$ cat src/rtl/axi4_lite_pkg.sv
// Shared AXI4-Lite types and constants for the slave register bank and the master BFM.
// Latency: n/a (declarations only).
// Backpressure: n/a.
package axi4_lite_pkg;

    // Response codes carried on BRESP/RRESP
    typedef enum logic [1:0] {
        OKAY   = 2'b00,
        SLVERR = 2'b10
    } resp_t;

    // Constant returned by the last (read-only) register of the bank
    localparam logic [31:0] AXI_ID_VALUE = 32'hA411_0001;

endpackage : axi4_lite_pkg

$ cat src/rtl/axi4_lite_regfile.sv
// Register storage: Num_Regs x Data_Width words, byte-strobed write, combinational read, flat export.
// Latency: write visible after the enabling edge; read port is combinational (returns pre-write value).
// Backpressure: none; the top decides when a write is committed.
module axi4_lite_regfile
    import axi4_lite_pkg::*;
#(
    parameter int Data_Width = 32,
    parameter int Num_Regs   = 16,
    localparam int IDX_W     = $clog2(Num_Regs),
    localparam int STRB_W    = Data_Width / 8
) (
    input  logic                         clk,
    input  logic                         rst,
    input  logic                         i_wr_en,
    input  logic [IDX_W-1:0]             i_wr_idx,
    input  logic [Data_Width-1:0]        i_wr_dat,
    input  logic [STRB_W-1:0]            i_wr_strb,
    input  logic [IDX_W-1:0]             i_rd_idx,
    output logic [Data_Width-1:0]        o_rd_dat,
    output logic [Num_Regs*Data_Width-1:0] o_reg_flat
);

    logic [Data_Width-1:0] w_regs [Num_Regs];

    for (genvar g = 0; g < Num_Regs; g++) begin : g_reg
        if (g == Num_Regs - 1) begin : g_id
            // Last slot is the read-only ID word; it has no storage
            assign w_regs[g] = Data_Width'(AXI_ID_VALUE);
        end else begin : g_rw
            logic [Data_Width-1:0] r_val;

            // Byte-lane update of one register when it is the commit target
            always_ff @(posedge clk) begin
                if (rst) begin
                    r_val <= '0;
                end else if (i_wr_en && (i_wr_idx == IDX_W'(g))) begin
                    for (int b = 0; b < STRB_W; b++) begin
                        if (i_wr_strb[b]) begin
                            r_val[b*8 +: 8] <= i_wr_dat[b*8 +: 8];
                        end
                    end
                end
            end

            assign w_regs[g] = r_val;
        end

        assign o_reg_flat[g*Data_Width +: Data_Width] = w_regs[g];
    end

    assign o_rd_dat = w_regs[i_rd_idx];

endmodule : axi4_lite_regfile

$ cat src/rtl/axi4_lite_slave_regs.sv
// AXI4-Lite slave terminating AW/W/B/AR/R into a memory-mapped register bank with a read-only ID word.
// Latency: write commits on the edge both AW and W are held, BVALID next cycle; AR handshake -> RVALID next cycle.
// Backpressure: one outstanding transaction per direction; AW/W/AR READY drop while a beat or response is held.
module axi4_lite_slave_regs
    import axi4_lite_pkg::*;
#(
    parameter int Data_Width = 32,
    parameter int Addr_Width = 32,
    parameter int Num_Regs   = 16
) (
    input  logic                           clk,
    input  logic                           rst,
    // write address
    input  logic [Addr_Width-1:0]          AWADDR,
    input  logic                           AWVALID,
    output logic                           AWREADY,
    // write data
    input  logic [Data_Width-1:0]          WDATA,
    input  logic [Data_Width/8-1:0]        WSTRB,
    input  logic                           WVALID,
    output logic                           WREADY,
    // write response
    output logic [1:0]                     BRESP,
    output logic                           BVALID,
    input  logic                           BREADY,
    // read address
    input  logic [Addr_Width-1:0]          ARADDR,
    input  logic                           ARVALID,
    output logic                           ARREADY,
    // read data
    output logic [Data_Width-1:0]          RDATA,
    output logic [1:0]                     RRESP,
    output logic                           RVALID,
    input  logic                           RREADY,
    // user side
    output logic [Num_Regs*Data_Width-1:0] reg_out
);

    localparam int IDX_W  = $clog2(Num_Regs);
    localparam int STRB_W = Data_Width / 8;
    localparam int ID_IDX = Num_Regs - 1;

    // channel state
    logic                  r_live;
    logic                  r_aw_full;
    logic [Addr_Width-1:0] r_aw_addr;
    logic                  r_w_full;
    logic [Data_Width-1:0] r_w_data;
    logic [STRB_W-1:0]     r_w_strb;
    logic                  r_bvalid;
    resp_t                 r_bresp;
    logic                  r_rvalid;
    logic [Data_Width-1:0] r_rdata;
    resp_t                 r_rresp;

    // handshakes and decode
    logic                  w_aw_hs;
    logic                  w_w_hs;
    logic                  w_ar_hs;
    logic                  w_commit;
    logic [Addr_Width-1:0] w_wr_addr;
    logic [Data_Width-1:0] w_wr_data;
    logic [STRB_W-1:0]     w_wr_strb;
    logic [IDX_W-1:0]      w_wr_idx;
    logic                  w_wr_oor;
    logic                  w_wr_ok;
    logic [IDX_W-1:0]      w_rd_idx;
    logic                  w_rd_oor;
    logic [Data_Width-1:0] w_rd_dat;
    logic                  w_unused_addr_lsbs;

    // r_live keeps every READY low through reset and for the first edge after it
    assign AWREADY = r_live && !r_aw_full && !r_bvalid;
    assign WREADY  = r_live && !r_w_full  && !r_bvalid;
    assign ARREADY = r_live && !r_rvalid;

    assign w_aw_hs = AWVALID && AWREADY;
    assign w_w_hs  = WVALID  && WREADY;
    assign w_ar_hs = ARVALID && ARREADY;

    // A beat is available if it was latched earlier or is handshaking on this edge
    assign w_commit  = (r_aw_full || w_aw_hs) && (r_w_full || w_w_hs);
    assign w_wr_addr = r_aw_full ? r_aw_addr : AWADDR;
    assign w_wr_data = r_w_full  ? r_w_data  : WDATA;
    assign w_wr_strb = r_w_full  ? r_w_strb  : WSTRB;

    // Word index sits above the byte offset; any higher set bit is out of range
    assign w_wr_idx = w_wr_addr[IDX_W+1:2];
    assign w_wr_oor = |w_wr_addr[Addr_Width-1:IDX_W+2];
    assign w_wr_ok  = !w_wr_oor && (w_wr_idx != IDX_W'(ID_IDX));

    assign w_rd_idx = ARADDR[IDX_W+1:2];
    assign w_rd_oor = |ARADDR[Addr_Width-1:IDX_W+2];

    // Byte offset bits carry no meaning for word registers
    assign w_unused_addr_lsbs = &{1'b0, w_wr_addr[1:0], ARADDR[1:0]};

    // READY enable: comes up one edge after reset is released
    always_ff @(posedge clk) begin
        if (rst) begin
            r_live <= 1'b0;
        end else begin
            r_live <= 1'b1;
        end
    end

    // Write path: latch lone beats, commit when both present, hold B until accepted
    always_ff @(posedge clk) begin
        if (rst) begin
            r_aw_full <= 1'b0;
            r_aw_addr <= '0;
            r_w_full  <= 1'b0;
            r_w_data  <= '0;
            r_w_strb  <= '0;
            r_bvalid  <= 1'b0;
            r_bresp   <= OKAY;
        end else if (w_commit) begin
            r_aw_full <= 1'b0;
            r_w_full  <= 1'b0;
            r_bvalid  <= 1'b1;
            r_bresp   <= w_wr_ok ? OKAY : SLVERR;
        end else begin
            if (w_aw_hs) begin
                r_aw_full <= 1'b1;
                r_aw_addr <= AWADDR;
            end
            if (w_w_hs) begin
                r_w_full <= 1'b1;
                r_w_data <= WDATA;
                r_w_strb <= WSTRB;
            end
            if (r_bvalid && BREADY) begin
                r_bvalid <= 1'b0;
            end
        end
    end

    // Read path: capture data on AR handshake (pre-write value on a same-edge commit)
    always_ff @(posedge clk) begin
        if (rst) begin
            r_rvalid <= 1'b0;
            r_rdata  <= '0;
            r_rresp  <= OKAY;
        end else if (w_ar_hs) begin
            r_rvalid <= 1'b1;
            r_rdata  <= w_rd_oor ? '0 : w_rd_dat;
            r_rresp  <= w_rd_oor ? SLVERR : OKAY;
        end else if (r_rvalid && RREADY) begin
            r_rvalid <= 1'b0;
        end
    end

    axi4_lite_regfile #(
        .Data_Width (Data_Width),
        .Num_Regs   (Num_Regs)
    ) u_regfile (
        .clk        (clk),
        .rst        (rst),
        .i_wr_en    (w_commit && w_wr_ok),
        .i_wr_idx   (w_wr_idx),
        .i_wr_dat   (w_wr_data),
        .i_wr_strb  (w_wr_strb),
        .i_rd_idx   (w_rd_idx),
        .o_rd_dat   (w_rd_dat),
        .o_reg_flat (reg_out)
    );

    assign BVALID = r_bvalid;
    assign BRESP  = r_bresp;
    assign RVALID = r_rvalid;
    assign RDATA  = r_rdata;
    assign RRESP  = r_rresp;

endmodule : axi4_lite_slave_regs

$ cat config.mk
export PLATFORM = sky130hd
export DESIGN_NAME = axi4_lite_slave_regs
export DESIGN_NICKNAME = d
export VERILOG_FILES = /design/src/rtl/axi4_lite_pkg.sv /design/src/rtl/axi4_lite_regfile.sv /design/src/rtl/axi4_lite_slave_regs.sv
export SDC_FILE = /design/constraint.sdc
export NUM_CORES = 1
export LEC_CHECK = 0
export BUFFER_PORTS_ARGS = -buffer_cell sky130_fd_sc_hd__buf_2
export CORE_AREA = 2 2 253 255
export CTS_CLUSTER_SIZE = 8
export DETAILED_ROUTE_END_ITERATION = 16
export DIE_AREA = 0 0 255 257
export GPL_ROUTABILITY_DRIVEN = 0
export SLEW_MARGIN = 20
export SYNTH_ARGS = -nofsm -noshare
export SYNTH_HDL_FRONTEND = slang
export SYNTH_HIERARCHICAL = 1
export SYNTH_SLANG_ARGS = --single-unit
$ cat constraint.sdc
create_clock -name clk -period 3.25 [get_ports clk]
set_clock_uncertainty 0.1 [all_clocks]
set_input_delay 0.65 -clock clk [delete_from_list [all_inputs] [get_ports clk]]
set_output_delay 0.65 -clock clk [all_outputs]
set_load 0.01 [all_outputs]
### Yosys cells after proc, flatten, opt, wreduce, memory -nomap -nowiden

Index checks and enable logic that the tools add are counted.

| word-level totals | value |
|---|---|
| flip-flop bits (word level) | 589 |
| latch bits | 0 |
| bits in writable memories | 0 |
| bits in read-only memories | 0 |
| input bits | 107 |
| output and inout bits | 553 |
| word-level logic and storage cells | 206 |
| memories kept | 0 |

| cells by class | value |
|---|---|
| add/sub/neg operators | 0 |
| multipliers | 0 |
| div/mod/pow operators | 0 |
| $lt $le $gt $ge | 1 |
| equality and inequality tests | 15 |
| shifts and indexed selects | 0 |
| muxes and demuxes | 14 |
| bitwise operators | 2 |
| reduce and logical (&&, ||, !) cells | 103 |

Operators by type and width:

| operator | number |
|---|---|
| 32-bit two-way mux | 5 |
| 32-bit binary-select mux with 4-bit select | 1 |
| 2-bit AND reduction | 62 |
| 26-bit OR reduction | 2 |
| 4-bit == test, second input constant | 7 |
| 1-bit logical AND | 28 |
| 4-bit by 3-bit == test with 1-bit output, second input constant | 4 |
| 4-bit by 2-bit == test with 1-bit output, second input constant | 2 |
| 5-bit greater-or-equal comparator, second input constant | 1 |
| 1-bit logical NOT | 5 |
| 1-bit two-way mux | 5 |
| 4-bit inverter with 5-bit output | 1 |
| 4-bit by 1-bit == test with 1-bit output, second input constant | 1 |
| 4-bit logical NOT | 1 |
| 2-bit two-way mux | 2 |
| 4-bit two-way mux | 1 |
| 4-bit != test, second input constant | 1 |
| 2-bit nonzero test | 2 |
| 1-bit logical OR | 2 |
| 2-bit OR reduction | 1 |
| 1-bit inverter | 1 |

### Longest topological paths before layout

| depth | value |
|---|---|
| depth after elaboration | 9 |
| depth in mapped cells | 11 |
| depth with buffers taken out | 8 |

### By module

The synthesis kept the hierarchy.

Modules (own cells, without submodules):

| module | times used | cells each | area each (um^2) | seq. area each (um^2) |
|---|---|---|---|---|
| axi4_lite_regfile | 1 | 2027 | 21237.9 | 9609.2 |
| axi4_lite_slave_regs | 1 | 578 | 4837.1 | 2102.0 |

### Least setup slack after synthesis

OpenSTA, ideal clock, no wires.

| timing | value |
|---|---|
| path type | input to register |
| start | input AWADDR[11] |
| end | register u_regfile.g_reg[3].g_rw.r_val[10] |
| setup time | 0.128 ns |
| data arrival time | 2.528 ns |
| data required time | 3.022 ns |
| slack | 0.495 ns |
| stages on the path | 10 |
| buffers on the path | 2 |
| path through | nor4_1 > nand4_1 > a22oi_1 > and3_1 > and3b_1 > buf_2 > buf_2 > nand3_1 > mux2i_1 > nor2_1 |

| on the way | value |
|---|---|
| cells in the longest elaborated chain, start to end | 7 |

RTL lines:

| element | line | source |
|---|---|---|
| start, declared | axi4_lite_slave_regs.sv:14 | `input logic [Addr_Width-1:0] AWADDR,` |
| 32-bit two-way mux | axi4_lite_slave_regs.sv:83 | `assign w_wr_addr = r_aw_full ? r_aw_addr : AWADDR;` |
| 26-bit OR reduction | axi4_lite_slave_regs.sv:89 | `assign w_wr_oor = \|w_wr_addr[Addr_Width-1:IDX_W+2];` |
| 1-bit logical NOT | axi4_lite_slave_regs.sv:90 | `assign w_wr_ok = !w_wr_oor && (w_wr_idx != IDX_W'(ID_IDX));` |
| 1-bit logical AND | axi4_lite_slave_regs.sv:90 |  |
| 1-bit logical AND | axi4_lite_slave_regs.sv:159 | `.i_wr_en (w_commit && w_wr_ok),` |
| 1-bit logical AND | axi4_lite_regfile.sv:36 | `end else if (i_wr_en && (i_wr_idx == IDX_W'(g))) begin` |
| 2-bit AND reduction (no line) | -- |  |
| end signal, assigned by index | axi4_lite_regfile.sv:39 | `r_val[b*8 +: 8] <= i_wr_dat[b*8 +: 8];` |
| end, declared | axi4_lite_regfile.sv:30 | `logic [Data_Width-1:0] r_val;` |

Every way passes these cells.
A chain may end at the register's enable or synchronous reset.

### Worst setup path in the final report

| timing | value |
|---|---|
| start | register r_aw_full |
| end | register u_regfile.g_reg[11].g_rw.r_val[4] |

| on the way | value |
|---|---|
| cells in the longest elaborated chain, start to end | 9 |
| elaborated cells on any way between the ends | 15 |
| those cells by class | 2 x eq/ne; 1 x mux; 12 x reduce/logical |

RTL lines:

| element | line | source |
|---|---|---|
| start, declared | axi4_lite_slave_regs.sv:45 | `logic r_aw_full;` |
| start signal, assigned | axi4_lite_slave_regs.sv:110 | `r_aw_full <= 1'b0;` |
| start signal, assigned | axi4_lite_slave_regs.sv:118 | `r_aw_full <= 1'b0;` |
| start signal, assigned | axi4_lite_slave_regs.sv:124 | `r_aw_full <= 1'b1;` |
| branches (longest 7 deep; another with 32-bit two-way mux) | -- |  |
| 1-bit logical AND (*) | axi4_lite_regfile.sv:36 |  |
| 2-bit AND reduction (no line) (*) | -- |  |
| end signal, assigned by index | axi4_lite_regfile.sv:39 |  |
| end, declared | axi4_lite_regfile.sv:30 |  |

Every way passes the cells marked *.

==> reports/metrics.csv <==
stage;metric;value;unit
clocking;post-CTS setup buffers;0;
timing;Final Setup Violations;0;
clocking;Max Root-Sink Buffers;3;
place;placed instance area;30400;um^2
critical_path;Startpoint Class;flop;
floorplanning;die height;257;um
timing;RSZ-0062 raised after global routing;no;
floorplanning;width of the die;255;um
synthesis;Simple-Gate Fraction of Synth Area;0.132;
timing;final period utilization;0.878;
global_route;initial antenna violation count;0;
synthesis;Synthesis Warnings;6;
timing;Tmin final;2.85;ns
finish;Filler cells;5731;
finish;final std cells w/o fill;4092;
critical_path;CP Class;flop to flop;
synthesis;largest family of logic cells by synthesized area;multiplexers;
place;DP Wirelength;78.5;mm
place;placed insts;4000;
synthesis;xor/xnor cell area share of the yosys netlist;0;
timing;max-slew violations;0;
synthesis;compound-cell area share of the yosys netlist;0.0634;
power_and_ir_drop;power density over the cells;496;nW/um^2
critical_path;delay-heaviest family, CP;simple AND/OR/NAND/NOR gates;
synthesis;top_reg_cell synth;dfxtp_1;
route;Routed Antenna Nets;0;
route;wirelength, routed;104;mm
floorplanning;# IOs;660;
place;pre-CTS setup slack;0.0724;ns
global_route;grt total ovfl;0;
timing;fmax;351;MHz
timing;Slew @ Worst Pin;1.04;ns
timing;Final WS setup;0.397;ns
clocking;CTS tree;built;
finish;Final #Nets;3346;
clocking;cells resized by post-CTS repair;0;
worst_hold_path;Hold Crit Class;input pin to flop;
finish;Reg area;11700;um^2
floorplanning;Starting Density;0.416;
clocking;Clock transition at path regs;0.05;ns
synthesis;Synth cell types;42;
synthesis;Post-synth EDFFs;0;
global_route;first-pass GRT wire length;149;mm
synthesis;syn_area_per_cell;10.0;um^2
finish;Multi-input gate area;13200;um^2
synthesis;sequential share of the synthesized area;0.449;
critical_path;R2R Path Start;r_aw_full;
clocking;CTS sink count;585;
critical_path;max incr delay on CP;0.38;ns
finish;final instance area;32600;um^2
critical_path;critical-path cell list;nor4_1 -> nand4_1 -> a22oi_1 -> and3_1 -> and3b_1 -> buf_12 -> nand3_2 -> mux2i_1 -> nor2_1;
worst_hold_path;WHS Endpoint;r_w_data[11];
worst_hold_path;Worst Hold Depth;3;
floorplanning;full die area;65500;um^2
outcome;status;finished, final reports clean;
timing;relative slew slack;0.304;
job;Max-Cap Viols;0;
synthesis;Yosys reg bits;585;
critical_path;Crit. End Element;flop;
synthesis;Synth Instances;2605;
critical_path;r2r worst-path depth;9;
floorplanning;core footprint;62700;um^2
floorplanning;FP Rows;92;
critical_path;R2R Path End;u_regfile/g_reg[11].g_rw.r_val[4];
clocking;Root Buffer Master;clkbuf_16;
power_and_ir_drop;LEAKAGE;17.8;nW
route;Iteration-0 DRC Markers;1687;
global_route;GR Util All Layers;0.307;
clocking;# hold bufs at CTS;0;
worst_hold_path;hold path start;WDATA[11];
route;DR WL/cell;25.4;um
global_route;largest net degree at the start of global routing;153;
place;Buffers on Ports;621;
critical_path;worst-path fanout max;16;
clocking;Worst-Skew Late Latency;0.63;ns
finish;layout cells sized above 1;0.316;
timing;Fin Setup TNS;0;ns
global_route;vias in the first global route;22132;
clocking;CTS Buf Count;83;
route;vias per std cell;5.48;
critical_path;crit path buf inv count;1;
synthesis;Post-Syn Area;26100;um^2
clocking;H-Tree Depth;3;
route;Vias;22415;
critical_path;Critical Path Start;r_aw_full;
synthesis;Post-Synth Adder-Cell Area;0;
critical_path;r2r setup slk;0.40;ns
route;DRC violations left;0;
finish;final core occ;0.520;
synthesis;mux contribution to synthesized area;0.306;
synthesis;Async SR Flop Fraction;0;
critical_path;crit path max-delay cell type;nand3_2;
power_and_ir_drop;peak supply drop;0.382;mV
critical_path;Arrival @ worst endpoint;3.24;ns
critical_path;Critical Path RT;3.63;ns
timing;Hold Violations, Final;0;
route;TritonRoute pass-1 iters;6;
finish;Area Growth Syn to Fin;25.1;%
## flip-flops by register name, summed over array words and instances (netlist names)
name / count
u_regfile/g.g_rw.r_val: 480
RDATA: 32
r_w_data: 32
r_aw_addr: 30
r_w_strb: 4
BRESP: 1
BVALID: 1
RRESP: 1
RVALID: 1
r_aw_full: 1
r_live: 1
r_w_full: 1
## logic make-up after synthesis
family | Yosys count
AOI/OAI and AO/OA | 236
and+or+nand+nor | 812
other | 3
buffers and inverters | 263
DFF | 585
muxes | 706
## Yosys cell counts (all sizes together) (2+ instances only)
cell type,instances,area share
dfxtp,585,0.45
mux2i,569,0.22
nor2,490,0.071
nand2,168,0.024
clkbuf,127,0.018
a21oi,104,0.020
buf,101,0.026
mux2,72,0.031
mux4,65,0.056
nand3,65,0.014
inv,35,0.0050
and2,33,0.0079
a22oi,32,0.0092
o31ai,32,0.015
o21ai,29,0.0056
o211a,26,0.010
nor4,14,0.0041
nor2b,12,0.0029
nor3,7,0.0013
a211oi,5,0.0014
nand4,5,0.0012
o221ai,5,0.0017
and3,4,0.00096
conb,3,0.00043
nand3b,3,0.00086
nor3b,3,0.0011
and3b,2,0.00067
nand2b,2,0.00048
nor4b,2,0.00067
## report_power, final
group / internal [mW] / total [mW] / switching (mW) / leakage [nW]
clock: 4.65 / 7.82 / 3.17 / 1.10
sequential: 7.22 / 7.24 / 0.0246 / 4.71
combinational: 0.330 / 1.10 / 0.773 / 12.0
## per-layer routing
metal / vias to the layer above / GRT usage / part of all wire
li1: 10223 / - / -
met1: 11051 / 0.329 / 0.36
met2: 910 / 0.532 / 0.49
met3: 231 / 0.103 / 0.090
met4: 0 / 0.165 / 0.061
met5: - / 0 / 0
## tightest hold or removal path, delay by kind of cell
kind / cells / cell delay, ns
buffers and inverters: 1 / 0.10
and+or+nand+nor: 1 / 0.05
AOI/OAI and AO/OA: 1 / 0.05
## how the worst max path moves through the flow
stage | endpoint | depth (start not counted) | slack (ns)
final | u_regfile/g_reg[11].g_rw.r_val[4] | 9 | 0.40
after global routing | u_regfile/g_reg[11].g_rw.r_val[6] | 9 | 0.21
after CTS | u_regfile/g_reg[11].g_rw.r_val[3] | 9 | 0.44
after detailed placement | u_regfile/g_reg[11].g_rw.r_val[3] | 10 | 0.07
after global placement | u_regfile/g_reg[11].g_rw.r_val[3] | 10 | 0.11
after floorplan | u_regfile/g_reg[3].g_rw.r_val[10] | 10 | 0.49
## metrics by stage
stage	hold slack (ns)	power, mW
final	0.173	16.2
after global routing	0.158	16.7
after CTS	0.134	16.3
after detailed placement	0.346	8.48
after global placement	0.338	8.46
after floorplan	0.333	8.08
## layout make-up
type,instances,area share
diodes,1,0.0000767
clock buffers,84,0.0644
clock inverters,7,0.00464
inverters,35,0.00403
multi-input cells,1788,0.405
flip-flops and latches,585,0.359
well taps,846,0.0325
repair buffers,746,0.130
## cells in the final DEF, fill, tap and decap left out, drive strengths merged
cell,instances
nand4b,1
mux4,65
nor3b,3
bufinv,1
nand3,65
o21ai,29
or2,1
conb,34
o22ai,1
clkbuf,85
and2,33
dfxtp,585
nand2,168
buf,745
diode,1
nand3b,3
inv,37
nand4,5
o211a,26
o31ai,32
a22oi,32
and3b,2
nor3,7
nor4,14
a31oi,1
mux2,72
mux2i,569
nand2b,2
o211ai,1
clkinv,4
nor2,490
o221ai,5
a211oi,5
nor4b,2
a21oi,104
and3,4
nor2b,12
No activity file was read; power rests on OpenSTA's default activity.
